===== src/rtl/load_store_unit.sv =====
// Load/store unit between the MIPS datapath and a word-addressed data memory.
// Optional statistics counters are enabled with `define LSU_STATS_EN.
module load_store_unit #(
  parameter int MEM_AW    = 6,
  parameter int MEM_WORDS = 64
) (
  input  logic              clk,
  input  logic              reset,
  input  logic              req_valid,
  output logic              req_ready,
  input  logic              req_we,
  input  logic [1:0]        req_size,
  input  logic              req_unsigned,
  input  logic [31:0]       req_addr,
  input  logic [31:0]       req_wdata,
  output logic              resp_valid,
  output logic [31:0]       resp_rdata,
  output logic              resp_err,
  output logic [MEM_AW-1:0] mem_addr,
  output logic              mem_we,
  output logic [31:0]       mem_wd,
  input  logic [31:0]       mem_rd
`ifdef LSU_STATS_EN
  ,
  output logic [15:0]       load_count,
  output logic [15:0]       store_count,
  output logic [15:0]       err_count
`endif
);

  typedef enum logic [1:0] {
    SZ_BYTE = 2'b00,
    SZ_HALF = 2'b01,
    SZ_WORD = 2'b10,
    SZ_BAD  = 2'b11
  } size_e;

  typedef enum logic [2:0] {
    IDLE,
    LOAD,
    STORE_W,
    RMW_RD,
    RMW_WR,
    ERR,
    RESP
  } state_e;

  state_e            state;
  size_e             size_q;
  logic              unsigned_q;
  logic [MEM_AW+1:0] addr_q;
  // Word stores go straight to mem_wd at accept; only sub-word data is kept.
  logic [15:0]       wdata_q;
`ifdef LSU_STATS_EN
  logic              we_q;
`endif

  logic accept;
  logic bad_size;
  logic misaligned;
  logic out_of_range;
  logic illegal;

  assign accept       = req_valid & req_ready;
  assign bad_size     = (req_size == SZ_BAD);
  assign misaligned   = ((req_size == SZ_HALF) && req_addr[0]) ||
                        ((req_size == SZ_WORD) && (req_addr[1:0] != 2'b00));
  assign out_of_range = ({2'b00, req_addr[31:2]} >= 32'(MEM_WORDS));
  assign illegal      = bad_size | misaligned | out_of_range;

  assign mem_addr     = addr_q[MEM_AW+1:2];

  // Little-endian lane select with sign or zero extension.
  function automatic logic [31:0] load_extend(input logic [31:0] word,
                                              input logic [1:0]  off,
                                              input size_e       size,
                                              input logic        uns);
    logic [7:0]  lane_b;
    logic [15:0] lane_h;
    lane_b = 8'(word >> {off, 3'b000});
    lane_h = off[1] ? word[31:16] : word[15:0];
    case (size)
      SZ_BYTE: return uns ? {24'h0, lane_b} : {{24{lane_b[7]}}, lane_b};
      SZ_HALF: return uns ? {16'h0, lane_h} : {{16{lane_h[15]}}, lane_h};
      default: return word;
    endcase
  endfunction

  function automatic logic [31:0] store_merge(input logic [31:0] old,
                                              input logic [1:0]  off,
                                              input size_e       size,
                                              input logic [15:0] data);
    logic [31:0] mask;
    logic [31:0] lanes;
    if (size == SZ_HALF) begin
      mask  = off[1] ? 32'hFFFF_0000 : 32'h0000_FFFF;
      lanes = {2{data}};
    end else begin
      mask  = 32'h0000_00FF << {off, 3'b000};
      lanes = {4{data[7:0]}};
    end
    return (old & ~mask) | (lanes & mask);
  endfunction

  // NOTE: sequential state is assigned with <= so every register samples the
  // pre-edge values; blocking assignments here would create ordering races.
  always_ff @(posedge clk) begin
    if (reset) begin
      state      <= IDLE;
      req_ready  <= 1'b1;
      resp_valid <= 1'b0;
      resp_rdata <= 32'h0;
      resp_err   <= 1'b0;
      mem_we     <= 1'b0;
      mem_wd     <= 32'h0;
      size_q     <= SZ_BYTE;
      unsigned_q <= 1'b0;
      addr_q     <= '0;
      wdata_q    <= 16'h0;
`ifdef LSU_STATS_EN
      we_q       <= 1'b0;
`endif
    end else begin
      case (state)
        IDLE: begin
          if (accept) begin
            size_q     <= size_e'(req_size);
            unsigned_q <= req_unsigned;
            addr_q     <= req_addr[MEM_AW+1:0];
            wdata_q    <= req_wdata[15:0];
`ifdef LSU_STATS_EN
            we_q       <= req_we;
`endif
            req_ready  <= 1'b0;
            if (illegal) begin
              state <= ERR;
            end else if (!req_we) begin
              state <= LOAD;
            end else if (req_size == SZ_WORD) begin
              state  <= STORE_W;
              mem_we <= 1'b1;
              mem_wd <= req_wdata;
            end else begin
              state <= RMW_RD;
            end
          end
        end
        LOAD: begin
          resp_rdata <= load_extend(mem_rd, addr_q[1:0], size_q, unsigned_q);
          resp_err   <= 1'b0;
          resp_valid <= 1'b1;
          state      <= RESP;
        end
        RMW_RD: begin
          mem_we <= 1'b1;
          mem_wd <= store_merge(mem_rd, addr_q[1:0], size_q, wdata_q);
          state  <= RMW_WR;
        end
        STORE_W, RMW_WR: begin
          mem_we     <= 1'b0;
          resp_rdata <= 32'h0;
          resp_err   <= 1'b0;
          resp_valid <= 1'b1;
          state      <= RESP;
        end
        ERR: begin
          resp_rdata <= 32'h0;
          resp_err   <= 1'b1;
          resp_valid <= 1'b1;
          state      <= RESP;
        end
        RESP: begin
          resp_valid <= 1'b0;
          req_ready  <= 1'b1;
          state      <= IDLE;
        end
        default: begin
          mem_we    <= 1'b0;
          req_ready <= 1'b1;
          state     <= IDLE;
        end
      endcase
    end
  end

`ifdef LSU_STATS_EN
  function automatic logic [15:0] sat_inc(input logic [15:0] c);
    return (c == 16'hFFFF) ? c : c + 16'd1;
  endfunction

  always_ff @(posedge clk) begin
    if (reset) begin
      load_count  <= 16'h0;
      store_count <= 16'h0;
      err_count   <= 16'h0;
    end else if (state == RESP) begin
      if (resp_err)  err_count   <= sat_inc(err_count);
      else if (we_q) store_count <= sat_inc(store_count);
      else           load_count  <= sat_inc(load_count);
    end
  end
`endif

endmodule


===== config.mk =====
export PLATFORM = sky130hd
export DESIGN_NAME = load_store_unit
export DESIGN_NICKNAME = d
export VERILOG_FILES = /design/src/rtl/load_store_unit.sv
export SDC_FILE = /design/constraint.sdc
export NUM_CORES = 1
export LEC_CHECK = 0
export ABC_AREA = 1
export CORE_UTILIZATION = 27
export CTS_CLUSTER_SIZE = 12
export DETAILED_ROUTE_END_ITERATION = 8
export PLACE_DENSITY = 0.58
export REMOVE_ABC_BUFFERS = 1
export SLEW_MARGIN = 25
export SYNTH_ARGS = -nofsm -noshare
export SYNTH_HDL_FRONTEND = slang
export SYNTH_SLANG_ARGS = --single-unit

===== constraint.sdc =====
create_clock -name clk -period 2.2 [get_ports clk]
set_clock_uncertainty 0.15 [all_clocks]
set_input_delay 0.44 -clock clk [delete_from_list [all_inputs] [get_ports clk]]
set_output_delay 0.44 -clock clk [all_outputs]
set_load 0.005 [all_outputs]

Yosys cells after proc, flatten, opt, wreduce, memory -nomap -nowiden
Cells that the tools add are included.
Word-level totals
  flip-flop bits (word level): 98
  output and inout port bits: 74
  logic and storage cells: 87
Cells by class
  mux-type cells: 31
  order comparisons: 1
  bitwise logic cells: 9
  shift operators: 2
  eq/ne operators: 14
  reductions and logical operators: 19
Operators by type and width (count)
  $mux 32: 13
  $pmux 32 s2: 3
  $and 32x32->32: 2
  $not 32->32: 1
  $or 32x32->32: 1
  $shl 8x5->32 const A: 1
  $shr 32x5->8: 1
  $ge 30x7->1 const B: 1
  $mux 16: 1
  $reduce_and 5->1: 2
  $reduce_bool 2->1: 5
  $eq 3x3->1 const B: 3
  $pmux 3 s3: 1
  $reduce_or 3->1: 3
  $ne 2x2->1 const B: 4
  $eq 3x2->1 const B: 2
  $mux 1: 6
  $mux 3: 2
  $pmux 1 s2: 3
  $reduce_or 5->1: 1
  $eq 2x1->1 const B: 2
  $eq 2x2->1 const B: 2
  $reduce_and 2->1: 2
  $reduce_or 4->1: 1
  10 further kinds: 13

Depth between registers and ports, before layout
  depth after elaboration: 8
  depth in mapped cells: 12
  gate-level depth less buffers: 10

Least setup slack after synthesis
Ideal clock, no wire load.
  kind: in2reg
  start point: input port req_addr[11]
  end point: register mem_wd[23]
  path slack: 496 ps
  stages: 11
  arrival time: 1439 ps
  setup time: 115 ps
  required time: 1935 ps
  path buffers: 2
  cell sequence: nor2_1 > and2_1 > nand2_1 > nor2_1 > nand3_1 > nand2_1 > buf_2 > buf_2 > nand3_1 > nand2_1 > nor2_1
On the way
  word-level cells in the longest chain between the ends: 4
RTL lines
  start: declaration: line 14  | input logic [31:0] req_addr,
  $ge 30x7->1: line 68  | assign out_of_range = ({2'b00, req_addr[31:2]} >= 32'(MEM_WORDS));
  $or 1x1->1: line 69  | assign illegal = bad_size | misaligned | out_of_range;
  $ne 2x2->1 (no line)
  $reduce_and 5->1 (no line)
  end signal: assignment: line 142  | mem_wd <= req_wdata;
  end signal: assignment: line 156  | mem_wd <= store_merge(mem_rd, addr_q[1:0], size_q, wdata_q);
  end: declaration: line 21  | output logic [31:0] mem_wd,
Every way passes these cells.
A chain may end at the register's enable or synchronous reset.

Worst setup path in the final report
  start point: register size_q[1]
  end point: register mem_wd[9]
On the way
  word-level cells in the longest chain between the ends: 8
  elaborated cells between the ends (all ways): 12
  those cells by class: 1 x eq/ne; 7 x mux; 4 x bitwise
RTL lines
  start: declaration: line 49  | size_e size_q;
  start signal: assignment: line 127  | size_q <= size_e'(req_size);
  $eq 2x1->1 (*): line 95  | if (size == SZ_HALF) begin
  $mux 32: line 95
  $mux 32: line 124  | case (state)
  $mux 32: line 108  | if (reset) begin
  $not 32->32: line 102  | return (old & ~mask) | (lanes & mask);
  $and 32x32->32: line 102
  $or 32x32->32 (*): line 102
  $pmux 32 s2 (*): line 124
Every way passes the cells marked *; elsewhere a longest branch is shown, timed or not. The select of a mux whose other input is x is not followed.

==> impl_metrics.ini <==
[status]
status = complete, no violations

[timing]
hold_violations = 0
period_minus_slack_ns = 1.966
worst_pin_slew_ns = 0.5923
drv_slew = 0
holdWs_ns = 0.3134
timing.final.crit_share = 0.8937
relSlewSlack = 0.6025
rsz0062_at_grt = false
fmaxAchievable_mhz = 508.6
fin_setup_tns_ns = 0
setup_viol = 0

[logic_synthesis]
yosysMostFrequentCell = nand2_1
synth_ff_type = dfxtp_1
synth.largest_area_cell = dfxtp_1
yosysTopAreaCellShare = 0.3496
async_flop_share = 0
synthTopCellsByArea = dfxtp_1 (35%), nand2_1 (14%), nor2_1 (11%), a21oi_1 (10%), nand3_1 (7.5%)
synth_area_um2 = 5612
ys_seq_area_frac = 0.3496
syn_inst = 914
yosys_register_bits = 98
synth_warnings = 0
synthTopCellsByCount = nand2_1 (211), nor2_1 (162), a21oi_1 (115), dfxtp_1 (98), inv_1 (98)
syn_area_per_cell_um2 = 6.140
synth_cell_types = 27
synth_edf_count = 0

[grt]
grt_pass1_vias = 5803
grt_remaining_overflow = 0
grt_max_degree = 65
grt_antenna_before_repair = 0
grt_pass1_wl_mm = 29.43
track_usage = 0.1731

[setup_path]
rrSetupSlack_ns = 0.23
crit_path_start_kind = flop
reg2reg_depth = 9
worstPathMaxFanout = 18
crit_type = flop to flop
crit_chain = inv_2 > nand3_2 > nand2_1 > nor2_1 > nor2_1 > nor2_1 > nand3_2 > nand2_1 > nor2_1
critical_path_required_ns = 2.34
cp-endpoint = mem_wd[9]
crit_start = size_q[1]
critPathCaptureType = flop
max_stage_delay_ns = 0.39
r2r_start = size_q[1]
cp_slowest_cell = nand2_1
worstReg2RegEnd = mem_wd[9]
crit_top_cell = nor2_1
critPathArrivalTime_ns = 2.11

[power]
power_density_nw_per_um2 = 807.2
p_leak_nw = 3.437
peakVddDrop_v = 0.0003919

[drt]
routed.top_layer = met4
met2_length_mm = 8.565
detail_route.wl_per_cell_um = 13.88
routed_wl_mm = 18.66
wl_met1_mm = 8.518
first_pass_iters = 5
num_vias = 6129
drc = 0
ant_nets = 0
met3RoutedLength_mm = 1.307
viasPerCell = 4.560
drtIter0Drc = 458

[clocking]
cts.htree.levels = 3
root_buffer = clkbuf_16
tritoncts = yes
numCtsBuffers = 9
cts-resized-gates = 0
ctsHoldBuffers = 0
insertion_delay_ns = 0.36
clock-sinks = 98
path_clk_slew_ns = 0.06
clock_path_buffers = 2
post_cts_buffers = 0

[flow_run]
cap_violations = 0

[floorplanning]
start_util = 0.2764
io_pins = 177
die_area_um2 = 21360
placementRows = 52
die_w_um = 146.2
core_um2 = 20300
die_h_um = 146.2

[place]
gp_congestion = 0.8799
dp_hpwl_mm = 13.93
place_area_um2 = 7686
port-buffer-count = 176

[hold_path]
hp-class = flop to flop
hp-start = resp_valid

[cells_and_area]
antenna_cells = 0
final_area_um2 = 8006
fin_util = 0.3944
syn2layout_area_growth_pct = 42.68
drive_gt1_frac = 0.06890
final_nets = 1172
cells by family (layout without fill, tap and decap cells):
family / count (synthesis) / after routing / synth area share
compound gates: 166 / 166 / 0.1530
buf+inv: 167 / 327 / 0.1300
flops: 98 / 98 / 0.3496
simple gates: 483 / 483 / 0.3674
power by group:
part           internal [W]  switching, W
Combinational       0.00112       0.00138
Clock               0.00102      0.000703
Sequential          0.00205      0.000187
cells in the final DEF, fill, tap and decap left out, types with 3 or more instances in the layout:
master / netlist / final
a21oi_1: 115 / 115
a31oi_1: 8 / 8
and2_1: 3 / 3
buf_12: 0 / 6
buf_4: 9 / 22
clkbuf_16: 0 / 9
clkdlybuf4s50_1: 0 / 176
dfxtp_1: 98 / 98
inv_1: 98 / 98
inv_2: 7 / 7
nand2_1: 211 / 210
nand2_2: 3 / 4
nand3_1: 84 / 84
nand3_2: 12 / 12
nor2_1: 162 / 161
nor2_2: 2 / 3
o21ai_0: 30 / 30
o22ai_1: 9 / 9
critical path: cells and delay by family (launching register included):
family	cells	cell delay [ns]
buf+inv	1	0.15
flops	1	0.37
simple gates	8	1.24
registers in the layout (all words and copies together), names as in the netlist:
signal,cells
addr_q,8
mem_wd,32
mem_we,1
req_ready,1
resp_err,1
resp_rdata,32
resp_valid,1
size_q,2
state,3
unsigned_q,1
wdata_q,16
per-layer routing:
layer | global-route usage | up-vias
met3 | 0.05406 | 24
met4 | 0.04010 | 0
met1 | 0.2206 | 2725
li1 | - | 3195
met2 | 0.2838 | 185
met5 | 0 | -
through the flow:
| step | instances | total power (W) | setup WS [ns] |
|---|---|---|---|
| after floorplan | 854 | 0.003547 | -3.080 |
| after global routing | 1344 | 0.006889 | 0.02786 |
| after CTS | 1344 | 0.006520 | 0.2387 |
| after global placement | 1328 | 0.004757 | -0.02792 |
| final | 1344 | 0.006463 | 0.2339 |
| after detailed placement | 1328 | 0.004777 | -0.06290 |
worst min path at each step:
stage | endpoint | slack, ns | cells past startpoint
5_1_grt | resp_err | 0.34 | 2
2_1_floorplan | resp_err | 0.30 | 2
3_3_place_gp | resp_rdata[16] | 0.30 | 2
3_5_place_dp | resp_rdata[18] | 0.31 | 2
4_1_cts | resp_valid | 0.32 | 2
6_report | resp_valid | 0.31 | 2
final cells by class:
class	instances	area (um^2)
Clock buffer	11	242.7
Clock inverter	5	77.57
Fill cell	2217	12290
Inverter	107	401.6
Multi-Input combinational cell	649	2938
Sequential cell	98	1962
Tap cell	270	337.8
Timing Repair Buffer	204	2047
Note: power is estimated with default switching activity, not from simulation.
